$ cat src/rtl/netsynth_pkg.sv
`default_nettype none
// ============================================================================
// Module  : netsynth_pkg
// Brief   : Shared types, defaults and helpers for the truth-table sweeper.
// Revision: 1.0
// ============================================================================
package netsynth_pkg;

  typedef enum logic [1:0] {
    IDLE  = 2'd0,
    SWEEP = 2'd1,
    DONE  = 2'd2
  } sweep_state_t;

  localparam int c_def_n_inputs      = 4;
  localparam int c_def_settle_cycles = 2;

  function automatic int rows(input int n);
    return 1 << n;
  endfunction

endpackage
`default_nettype wire

$ cat src/rtl/sweep_row_timer.sv
`default_nettype none
// ============================================================================
// Module  : sweep_row_timer
// Brief   : Row index and settle counters; flags the capture edge of each row.
// Revision: 1.0
// ============================================================================
module sweep_row_timer #(
  parameter int N_INPUTS      = 4,
  parameter int SETTLE_CYCLES = 2
) (
  input  logic                clk,
  input  logic                rst,
  input  logic                run,
  output logic [N_INPUTS-1:0] idx,
  output logic                capture,
  output logic                row_last
);

  logic [N_INPUTS-1:0] r_idx;
  logic [7:0]          r_scnt;

  assign idx      = r_idx;
  assign capture  = (r_scnt == 8'(SETTLE_CYCLES));
  assign row_last = &r_idx;

  // Counters sit at zero whenever no sweep is running, so a new sweep starts at row 0.
  always_ff @(posedge clk or posedge rst) begin
    if (rst) begin
      r_idx  <= '0;
      r_scnt <= '0;
    end else if (!run) begin
      r_idx  <= '0;
      r_scnt <= '0;
    end else if (capture) begin
      if (!row_last) begin
        r_idx <= r_idx + 1'b1;
      end
      r_scnt <= '0;
    end else begin
      r_scnt <= r_scnt + 8'd1;
    end
  end

endmodule
`default_nettype wire

$ cat src/rtl/truth_table_sweeper.sv
`default_nettype none
// ============================================================================
// Module  : truth_table_sweeper
// Brief   : Sweeps all input rows of a gate, captures its truth table and
//           compares it with a latched expected table.
// Revision: 1.0
// ============================================================================
module truth_table_sweeper
  import netsynth_pkg::*;
#(
  parameter int N_INPUTS      = c_def_n_inputs,
  parameter int SETTLE_CYCLES = c_def_settle_cycles
) (
  input  logic                          clk,
  input  logic                          rst,
  input  logic                          start,
  input  logic                          abort,
  input  logic [rows(N_INPUTS)-1:0]     expected,
  input  logic                          dut_out,
  output logic [N_INPUTS-1:0]           inp,
  output logic                          busy,
  output logic                          done,
  output logic [rows(N_INPUTS)-1:0]     table_out,
  output logic                          match,
  output logic [N_INPUTS:0]             mismatch_count
);

  localparam int c_rows = rows(N_INPUTS);

  localparam logic [1:0] c_st_idle  = IDLE;
  localparam logic [1:0] c_st_sweep = SWEEP;
  localparam logic [1:0] c_st_done  = DONE;

  logic [1:0]          r_state;
  logic [c_rows-1:0]   r_exp;
  logic [c_rows-1:0]   r_table;
  logic [N_INPUTS:0]   r_mm;
  logic                r_match;

  logic                w_run;
  logic [N_INPUTS-1:0] w_idx;
  logic                w_capture;
  logic                w_row_last;
  logic                w_miss;
  logic [N_INPUTS:0]   w_mm_next;

  assign w_run = (r_state == c_st_sweep) && !abort;

  sweep_row_timer #(
    .N_INPUTS      (N_INPUTS),
    .SETTLE_CYCLES (SETTLE_CYCLES)
  ) u_timer (
    .clk      (clk),
    .rst      (rst),
    .run      (w_run),
    .idx      (w_idx),
    .capture  (w_capture),
    .row_last (w_row_last)
  );

  assign w_miss    = dut_out ^ r_exp[w_idx];
  assign w_mm_next = r_mm + {{N_INPUTS{1'b0}}, w_miss};

  always_ff @(posedge clk or posedge rst) begin
    if (rst) begin
      r_state <= c_st_idle;
      r_exp   <= '0;
      r_table <= '0;
      r_mm    <= '0;
      r_match <= 1'b0;
    end else begin
      case (r_state)
        c_st_idle: begin
          if (start && !abort) begin
            r_exp   <= expected;
            r_table <= '0;
            r_mm    <= '0;
            r_match <= 1'b0;
            r_state <= c_st_sweep;
          end
        end
        c_st_sweep: begin
          if (abort) begin
            r_table <= '0;
            r_mm    <= '0;
            r_match <= 1'b0;
            r_state <= c_st_idle;
          end else if (w_capture) begin
            r_table[w_idx] <= dut_out;
            r_mm           <= w_mm_next;
            if (w_row_last) begin
              // match is judged on the count including the final row.
              r_match <= (w_mm_next == '0);
              r_state <= c_st_done;
            end
          end
        end
        c_st_done: begin
          if (abort) begin
            r_table <= '0;
            r_mm    <= '0;
            r_match <= 1'b0;
          end
          r_state <= c_st_idle;
        end
        default: r_state <= c_st_idle;
      endcase
    end
  end

  assign busy           = (r_state == c_st_sweep);
  assign done           = (r_state == c_st_done);
  assign inp            = busy ? w_idx : '0;
  assign table_out      = r_table;
  assign match          = r_match;
  assign mismatch_count = r_mm;

endmodule
`default_nettype wire

$ cat config.mk
export PLATFORM = sky130hd
export DESIGN_NAME = truth_table_sweeper
export DESIGN_NICKNAME = d
export VERILOG_FILES = /design/src/rtl/netsynth_pkg.sv /design/src/rtl/sweep_row_timer.sv /design/src/rtl/truth_table_sweeper.sv
export SDC_FILE = /design/constraint.sdc
export NUM_CORES = 1
export LEC_CHECK = 0
export ABC_AREA = 1
export CORE_ASPECT_RATIO = 0.75
export CORE_MARGIN = 4
export CORE_UTILIZATION = 57
export CTS_CLUSTER_DIAMETER = 100
export DETAILED_ROUTE_END_ITERATION = 16
export GPL_TIMING_DRIVEN = 0
export PLACE_DENSITY = 0.85
export SLEW_MARGIN = 20
export SYNTH_ARGS = -nofsm -noshare
export SYNTH_HDL_FRONTEND = slang
export SYNTH_SLANG_ARGS = --single-unit
$ cat constraint.sdc
create_clock -name clk -period 4.18 [get_ports clk]
set_clock_uncertainty 0.1 [all_clocks]
set_input_delay 0.418 -clock clk [delete_from_list [all_inputs] [get_ports clk]]
set_output_delay 0.418 -clock clk [all_outputs]
set_load 0.01 [all_outputs]
==> qor.yml <==
synth_top_area_cell: "dfrtp_1"
dp_slack_ps: 1560
ys.warnings.count: 0
worstMarginPinSlew_ps: 539
io_buffers: 48
seq_area_frac_synth: 0.464
hold_viol: 0
setup_tns_ps: 0
criticalPathCategory: "reg -> reg"
firstDrtPassIters: 4
synth_top_area_share: 0.464
grt_pass1_wl_mm: 10.8
layout-drive-gt1-share: 0.0740
top_layer: "met4"
die_h_um: 68.7
clock_path_buffers: 2
htree_levels: 2
timing.final.crit_share: 0.636
synth_area_per_cell_um2: 7.74
ff_latch_area_um2: 1300
grt_max_degree: 29
path_max_fanout: 11
drv_cap: 0
grt_setup_unrepaired: "no"
rr_endpoint: "match$_DFFE_PP0P_"
synthCells: 362
rows: 21
crit_chain: "buf_2 -> inv_1 -> buf_4 -> nand2_1 -> nand3_1 -> nand2_1 -> nand2_1 -> nand2_1 -> nor3_1 -> nor2_1 -> ha_1 -> ha_1 -> xnor2_1 -> nand3_1 -> nor3_1 -> nand2_1 -> nand2_1"
p_leak_nw: 1.76
worst_path_most_repeated_cell: "nand2_1"
routedLengthMet1_mm: 3.01
crit_required_ps: 4320
hpwl_mm: 4.79
drtIter0Drc: 141
p_total_w: 0.00159
cp_top_family: "simple AND/OR/NAND/NOR gates"
r2r-start: "u_timer.idx[0]$_DFFE_PP0P_"
core_area_um2: 4600
die_w_um: 89.0
wl_met2_mm: 2.90
grt_pass1_vias: 2482
post-route-min-period_ps: 2660
diodes: 0
setup_violations: 0
routed_wl_mm: 6.31
overflow: 0
wl_per_cell_um: 13.3
fin_nets: 447
cts_root_buffer: "clkbuf_8"
multi_input_area_um2: 1250
post_cts_resized: 0
rrSetupSlack_ps: 1520
numCtsBuffers: 5
cts.sinks: 52
drtAntennaViolNets: 0
synthTopCellsByArea: "dfrtp_1, nor2_1, nand2_1, nand3_1, inv_1"
viasPerCell: 5.31
cts_tree: "done"
hold_class: "in -> async"
start_util: 0.609
antenna_found_initial: 0
pin_count: 49
wl_met3_um: 307
max_freq_mhz: 376
crit_arrival_ps: 2800
slowest_stage: "dfrtp_1"
vias: 2527
postLayoutSetupSlackWorst_ps: 1520
max_stage_delay_ps: 400
syn_to_final_growth_pct: 23.6
cp-end-kind: "flop"
crit_path_end: "match$_DFFE_PP0P_"
gp_congestion: 0.857
cp.depth: 17
clk_pin_slew_ps: 90
crit_buf_inv: 3
power.density_nw_per_um2: 459
ys_types: 27
insertion_delay_ps: 300
drv_slew: 0
syn_nets: 391
ys_ff_latch: 52
worstSetupStartpoint: "u_timer.idx[0]$_DFFE_PP0P_"
ctsHoldBuffers: 0
rr_worst_depth: 17
max-slew-margin-rel: 0.640
drcViolationCount: 0
ir_drop_mv: 0.277
final_util: 0.753
dp.cells: 468
fill_cells: 349
start_kind: "flop"
final-instance-count-excl-fill: 476
post_synth_instance_area_um2: 2800
cts_setup_buffers: 0
grt_util_all_layers: 0.225
status: "completed"
dieArea_um2: 6110
## flip-flops by register name, indices dropped and copies added (netlist names)
register	cells
u_timer.r_scnt	8
table_out	16
match	1
mismatch_count	5
r_exp	16
u_timer.idx	4
r_state	2
## synth_stat cells
cell,n
nor2_1,76
nand2_1,75
dfrtp_1,52
inv_1,42
nand3_1,33
o21ai_0,21
a21oi_1,20
ha_1,8
buf_2,6
nor3_1,3
o21ai_1,3
xor2_1,3
buf_6,2
inv_2,2
nor2_4,2
o21ai_2,2
xnor2_1,2
a21oi_4,1
buf_4,1
buf_8,1
clkbuf_1,1
inv_6,1
nand2_4,1
nand3b_4,1
nor2_8,1
o21ai_4,1
o31ai_2,1
## per-stage QoR
stage	hold slack, ps	area (um2)
detailed placement	371	3370
global placement	368	3350
finish	375	3460
global route	426	3460
CTS	394	3460
floorplan	352	2800
## area by class of cell
class | instances | area share
well taps | 57 | 0.0206
repair buffers | 49 | 0.145
plain buffers | 11 | 0.0228
multi-input cells | 254 | 0.360
inverters | 45 | 0.0502
flip-flops and latches | 52 | 0.376
clock buffers | 8 | 0.0260
## logic make-up (layout without fill, tap and decap cells)
family                     Yosys count  count (layout)  share of synthesized area
buffers and inverters               56             113                     0.0902
and+or+nand+nor                    192             192                      0.293
AOI/OAI and AO/OA                   49              49                      0.101
xor gates and xnor gates             5               5                     0.0156
DFF                                 52              52                      0.464
adders and majority gates            8               8                     0.0357
## per-layer routing
layer  vias to the layer above  GRT usage
met5                         -          0
met4                         0     0.0706
met3                        10     0.0475
met2                        79      0.368
met1                      1196      0.302
li1                       1242          -
## worst reg2reg max path: cells and delay by family (launching register included)
kind	cells	cell delay [ps]
xor gates and xnor gates	1	200
adders and majority gates	2	400
DFF	1	400
buffers and inverters	3	480
and+or+nand+nor	11	1010
## report_power, final
part           internal (W)  total [W]  switching, W
combinational      0.000242   0.000646      0.000404
sequential         0.000606   0.000651     0.0000455
clock              0.000135   0.000292      0.000156
total              0.000983    0.00159      0.000606
## placed cells by master (no fill, tap or decap)
cell | synthesis | layout
a21oi_1 | 20 | 20
a21oi_4 | 1 | 1
buf_12 | 0 | 1
buf_2 | 6 | 6
buf_4 | 1 | 1
buf_6 | 2 | 2
buf_8 | 1 | 1
clkbuf_1 | 1 | 3
clkbuf_8 | 0 | 6
clkdlybuf4s50_1 | 0 | 48
dfrtp_1 | 52 | 52
ha_1 | 8 | 8
inv_1 | 42 | 41
inv_2 | 2 | 3
inv_6 | 1 | 1
nand2_1 | 75 | 75
nand2_4 | 1 | 1
nand3_1 | 33 | 33
nand3b_4 | 1 | 1
nor2_1 | 76 | 76
nor2_4 | 2 | 2
nor2_8 | 1 | 1
nor3_1 | 3 | 3
o21ai_0 | 21 | 21
o21ai_1 | 3 | 3
o21ai_2 | 2 | 2
o21ai_4 | 1 | 1
o31ai_2 | 1 | 1
xnor2_1 | 2 | 2
xor2_1 | 3 | 3
## worst min-delay path by stage
stage	from	end
6_report	rst	r_exp[3]$_DFFE_PP0P_
5_1_grt	table_out[15]$_DFFE_PP0P_	table_out[15]$_DFFE_PP0P_
4_1_cts	rst	u_timer.r_scnt[2]$_DFF_PP0_
3_5_place_dp	match$_DFFE_PP0P_	match$_DFFE_PP0P_
3_3_place_gp	match$_DFFE_PP0P_	match$_DFFE_PP0P_
2_1_floorplan	u_timer.r_scnt[0]$_DFF_PP0_	u_timer.r_scnt[0]$_DFF_PP0_
Power figures use the tool's default switching activity.
